<file path="src/rtl/ped_signal_sequencer.sv">
// Pedestrian walk sequencer: rotates the crossing, counts the walk down on Tick_1Hz, inserts a light-out gap.
// Latency: all outputs are registered and update on the CLK edge that samples Tick_1Hz=1.
// Backpressure: none. Tick_1Hz is a plain enable. Optional crossing skipping: PED_SKIP_EN.
module ped_signal_sequencer #(
    parameter int GREEN_TIME = 20,
    parameter int OUT_TIME   = 2
) (
    input  logic       CLK,
    input  logic       RST,
    input  logic       Tick_1Hz,
    input  logic       Enable,
`ifdef PED_SKIP_EN
    input  logic [3:0] Skip_mask,
`endif
    output logic [4:0] Ped_signal_time,
    output logic [1:0] Signal_pos,
    output logic       Light_out_time,
    output logic       Phase_done
);

    localparam logic [1:0] ST_IDLE = 2'd0;
    localparam logic [1:0] ST_WALK = 2'd1;
    localparam logic [1:0] ST_OUT  = 2'd2;

    localparam logic [4:0] GREEN_LD = 5'(GREEN_TIME);
    localparam logic [3:0] OUT_LD   = 4'(OUT_TIME);

    logic [1:0] state;
    logic [3:0] gap_cnt;

    // Next crossing to serve, from IDLE (candidate = current) or at gap end (candidate = current+1).
    logic       idle_ok;
    logic       out_ok;
    logic [1:0] idle_pos;
    logic [1:0] out_pos;

`ifdef PED_SKIP_EN
    // Cyclic search for the first unmasked crossing starting at cand; the msb flags that one exists.
    function automatic logic [2:0] next_free(input logic [1:0] cand, input logic [3:0] mask);
        logic [2:0] res;
        logic [1:0] p;
        res = 3'b000;
        for (int i = 3; i >= 0; i--) begin
            p = cand + 2'(i);
            if (!mask[p]) res = {1'b1, p};
        end
        return res;
    endfunction

    assign {idle_ok, idle_pos} = next_free(Signal_pos, Skip_mask);
    assign {out_ok, out_pos}   = next_free(Signal_pos + 2'd1, Skip_mask);
`else
    assign idle_ok  = 1'b1;
    assign idle_pos = Signal_pos;
    assign out_ok   = 1'b1;
    assign out_pos  = Signal_pos + 2'd1;
`endif

    always_ff @(posedge CLK) begin
        if (RST) begin
            state           <= ST_IDLE;
            gap_cnt         <= 4'd0;
            Ped_signal_time <= 5'd0;
            Signal_pos      <= 2'd0;
            Light_out_time  <= 1'b1;
            Phase_done      <= 1'b0;
        end else begin
            Phase_done <= 1'b0;
            if (Tick_1Hz) begin
                case (state)
                    ST_IDLE: begin
                        if (Enable && idle_ok) begin
                            state           <= ST_WALK;
                            Signal_pos      <= idle_pos;
                            Ped_signal_time <= GREEN_LD;
                            Light_out_time  <= 1'b0;
                        end
                    end
                    ST_WALK: begin
                        if (Ped_signal_time <= 5'd1) begin
                            state           <= ST_OUT;
                            Ped_signal_time <= 5'd0;
                            Light_out_time  <= 1'b1;
                            gap_cnt         <= OUT_LD;
                            Phase_done      <= 1'b1;
                        end else begin
                            Ped_signal_time <= Ped_signal_time - 5'd1;
                        end
                    end
                    ST_OUT: begin
                        if (gap_cnt > 4'd1) begin
                            gap_cnt <= gap_cnt - 4'd1;
                        end else begin
                            // With every crossing masked the gap parks at 0 and retries each tick.
                            gap_cnt <= 4'd0;
                            if (out_ok) begin
                                Signal_pos <= out_pos;
                                if (Enable) begin
                                    state           <= ST_WALK;
                                    Ped_signal_time <= GREEN_LD;
                                    Light_out_time  <= 1'b0;
                                end else begin
                                    state <= ST_IDLE;
                                end
                            end
                        end
                    end
                    default: begin
                        state          <= ST_IDLE;
                        Light_out_time <= 1'b1;
                    end
                endcase
            end
        end
    end

endmodule

</file>
<file path="config.mk">
export PLATFORM = sky130hd
export DESIGN_NAME = ped_signal_sequencer
export DESIGN_NICKNAME = d
export VERILOG_FILES = /design/src/rtl/ped_signal_sequencer.sv
export SDC_FILE = /design/constraint.sdc
export NUM_CORES = 1
export LEC_CHECK = 0
export CAP_MARGIN = 30
export CORE_MARGIN = 10
export CORE_UTILIZATION = 35
export CTS_BUF_LIST = sky130_fd_sc_hd__clkbuf_8
export DETAILED_ROUTE_END_ITERATION = 6
export MAX_ROUTING_LAYER = met4
export PLACE_DENSITY = 0.61
export SYNTH_ARGS = -nofsm -noshare
export SYNTH_HDL_FRONTEND = slang
export SYNTH_SLANG_ARGS = --single-unit
</file>
<file path="constraint.sdc">
create_clock -name CLK -period 3.5 [get_ports CLK]
set_clock_uncertainty 0.05 [all_clocks]
set_input_delay 0.525 -clock CLK [delete_from_list [all_inputs] [get_ports CLK]]
set_output_delay 0.525 -clock CLK [all_outputs]
set_load 0.005 [all_outputs]
</file>
==> impl_results.md <==
* Number of global-route vias before repair at 872
* Pwr dens at 421 nW/um2
* Most frequent cells in the layout: dfxtp_1, clkdlybuf4s50_1, inv_1, nor2_1, a21oi_1
* Clock root buffer: clkbuf_8
* Row count at 18
* CTS tree: yes
* CTS hold repair buffers at 0
* Synth Register Bits at 15
* Final Instance Area at 1080 um2
* EDFF count, synth at 0
* Dpl cell area at 1040 um2
* Met2 wire len at 969 um
* Endpoints failing hold at 0
* Unique masters post-synth at 44
* Post-Route WL at 2.09 mm
* Initial Util at 0.369
* Share of layout cells above drive strength 1 at 0.113
* DR WL/cell at 14.4 um
* Area of the multi-input gates at 537 um2
* First-pass GRT wire length at 3.90 mm
* Yosys warnings at 0
* Critical path endpoint: gap_cnt[3]$_SDFFE_PP0P_
* Crit. End Element: flip-flop
* Setup_tns at 0 ns
* I/O Buffers at 12
* Reg2reg end: Light_out_time$_SDFFE_PP1P_
* Kind of critical path: input pin to flip-flop
* Startpoint Class: input pin
* Chip Width at 71.1 um
* Critical Path RT at 3.61 ns
* Core ar. at 2480 um2
* Leak Pwr at 0.383 nW
* DRC viols at 0
* FF-to-FF path depth at 6
* Final Wtd Congestion at 0.734
* Fin nets at 124
* Post-synthesis sequential area ratio at 0.328
* Worst Max-Slew Pin Slew at 0.663 ns
* Detailed Route Iter0 Violations at 35
* DR pass1 iterations at 4
* Worst Path Max Fanout at 10
* I/O pins at 13
* R2R Setup Slk at 1.70 ns
* Most common cell after layout, fill and taps aside: dfxtp_1
* Top FF cell, synth: dfxtp_1
* Vias at 797
* Clock Latency Late Sink at 0.25 ns
* Gr ovfl total at 0
* RSZ-0062 raised after global routing: no
* # clock sinks at 15
* Worst setup startpoint: Tick_1Hz
* Post-CTS Setup Bufs at 0
* TritonCTS Buffers at 3
* Status: finished clean
* Fin crit share at 0.573
* Die area at 5060 um2
* Sequential cell area at 300 um2
* Worst vdd ir at 233 uV
* Worst-path clk slew at 0.06 ns
* Arr. time, crit path at 2.12 ns
* HP Class: flip-flop to flip-flop
* Slew Viols, Final at 0
* # diodes at 0
* HPWL Detailed at 1.53 mm
* Highest routed metal layer: met4
* Total track usage at 0.0939
* Cell Area, Synth at 915 um2
* Synth Instances at 105
* RR Startpoint: gap_cnt[0]$_SDFFE_PP0P_
* Cts repair resizes at 0
* Ys async rst share at 0
* WL met1 at 958 um
* Die Span Y at 71.1 um
* ANT nets after route at 0
* Largest net degree at the start of global routing at 19
* Antenna violations before repair at 0
* H-tree levels at 1
* # fillers at 265
* Synthesized Nets at 113
* Min cycle time layout at 2.00 ns
* Maxcap violations at 0
* Clk buf depth at 2
* Synthesis-to-finish area growth at 18.3%
* Via density at 5.50
* Final setup viols at 0
* Mean Syn Cell Area at 8.71 um2
* DR WL met3 at 130 um
* Max Freq at 0.499 GHz
* Slew margin rel. at 0.556
[kinds of logic (layout without fill, tap and decap cells)]
kind of cell    after synthesis  count (layout)  share of synthesized area
simple gates                 33              33                      0.220
fa+ha+maj                     4               4                     0.0547
flops                        15              15                      0.328
compound gates               34              34                      0.293
buf+inv                      17              27                     0.0848
xor+xnor                      2               2                     0.0192
[state kept, by name, indices dropped and copies added (netlist names)]
name,count
Light_out_time,1
Phase_done,1
Signal_pos,2
Ped_signal_time,5
gap_cnt,4
state,2
[metrics by stage]
stage | total power [mW] | std cells | setup WS, ns | utilization | hold WS [ns]
2_1_floorplan | 0.284 | 105 | 1.87 | - | 0.411
3_3_place_gp | 0.315 | 141 | 1.29 | 0.418 | 0.404
3_5_place_dp | 0.316 | 141 | 1.24 | 0.418 | 0.404
4_1_cts | 0.463 | 145 | 1.51 | 0.437 | 0.420
5_1_grt | 0.486 | 145 | 1.38 | 0.437 | 0.435
6_report | 0.456 | 145 | 1.50 | 0.437 | 0.413
[metal layers]
metal | vias to the layer above | track usage
met1 | 380 | 0.0987
met3 | 5 | 0.0432
met4 | 0 | 0.0323
met5 | - | -
li1 | 401 | -
met2 | 11 | 0.152
[cells in the mapped netlist (2+ instances only)]
library cell  instances  area, um2
a211oi_1              3       22.5
a21o_1                2       15.0
a21oi_1               7       35.0
a22oi_1               2       15.0
a31oi_1               2       12.5
and3b_1               2       17.5
buf_2                 2       10.0
clkbuf_1              2       7.51
dfxtp_1              15        300
ha_1                  4       50.1
inv_1                11       41.3
nand2_1               4       15.0
nand2b_1              2       12.5
nand3_1               3       15.0
nand4_1               3       18.8
nand4b_1              2       17.5
nor2_1                8       30.0
o21ai_0               2       10.0
o22ai_1               2       12.5
o31ai_1               2       15.0
xor2_1                2       17.5
[critical path, cell delays in order]
cell and delay (ns):
clkdlybuf4s50_1 0.66, and3b_1 0.36, o2111ai_2 0.18, and2_1 0.20, a221oi_2 0.19
[worst min-delay path by stage]
stage	cells after the start	slack, ns	startpoint	to
finish	1	0.41	Light_out_time$_SDFFE_PP1P_	Light_out_time$_SDFFE_PP1P_
global route	1	0.43	Light_out_time$_SDFFE_PP1P_	Light_out_time$_SDFFE_PP1P_
CTS	1	0.42	Light_out_time$_SDFFE_PP1P_	Light_out_time$_SDFFE_PP1P_
detailed placement	1	0.40	Light_out_time$_SDFFE_PP1P_	Light_out_time$_SDFFE_PP1P_
global placement	1	0.40	Light_out_time$_SDFFE_PP1P_	Light_out_time$_SDFFE_PP1P_
floorplan	1	0.41	Light_out_time$_SDFFE_PP1P_	Light_out_time$_SDFFE_PP1P_
[final cells by class]
| cell class | instances | share of cell area |
|---|---|---|
| Multi-Input combinational cell | 73 | 0.496 |
| Sequential cell | 15 | 0.277 |
| Timing Repair Buffer | 12 | 0.111 |
| Clock buffer | 3 | 0.0382 |
| Inverter | 11 | 0.0382 |
| Tap cell | 30 | 0.0347 |
| Clock inverter | 1 | 0.00462 |
[power by group]
part	switching [mW]	leakage, nW	internal [mW]
sequential	0.0169	0.122	0.182
clock	0.0647	0.0255	0.0790
combinational	0.0606	0.235	0.0522
total	0.142	0.383	0.313
No activity file was read; power rests on OpenSTA's default activity.
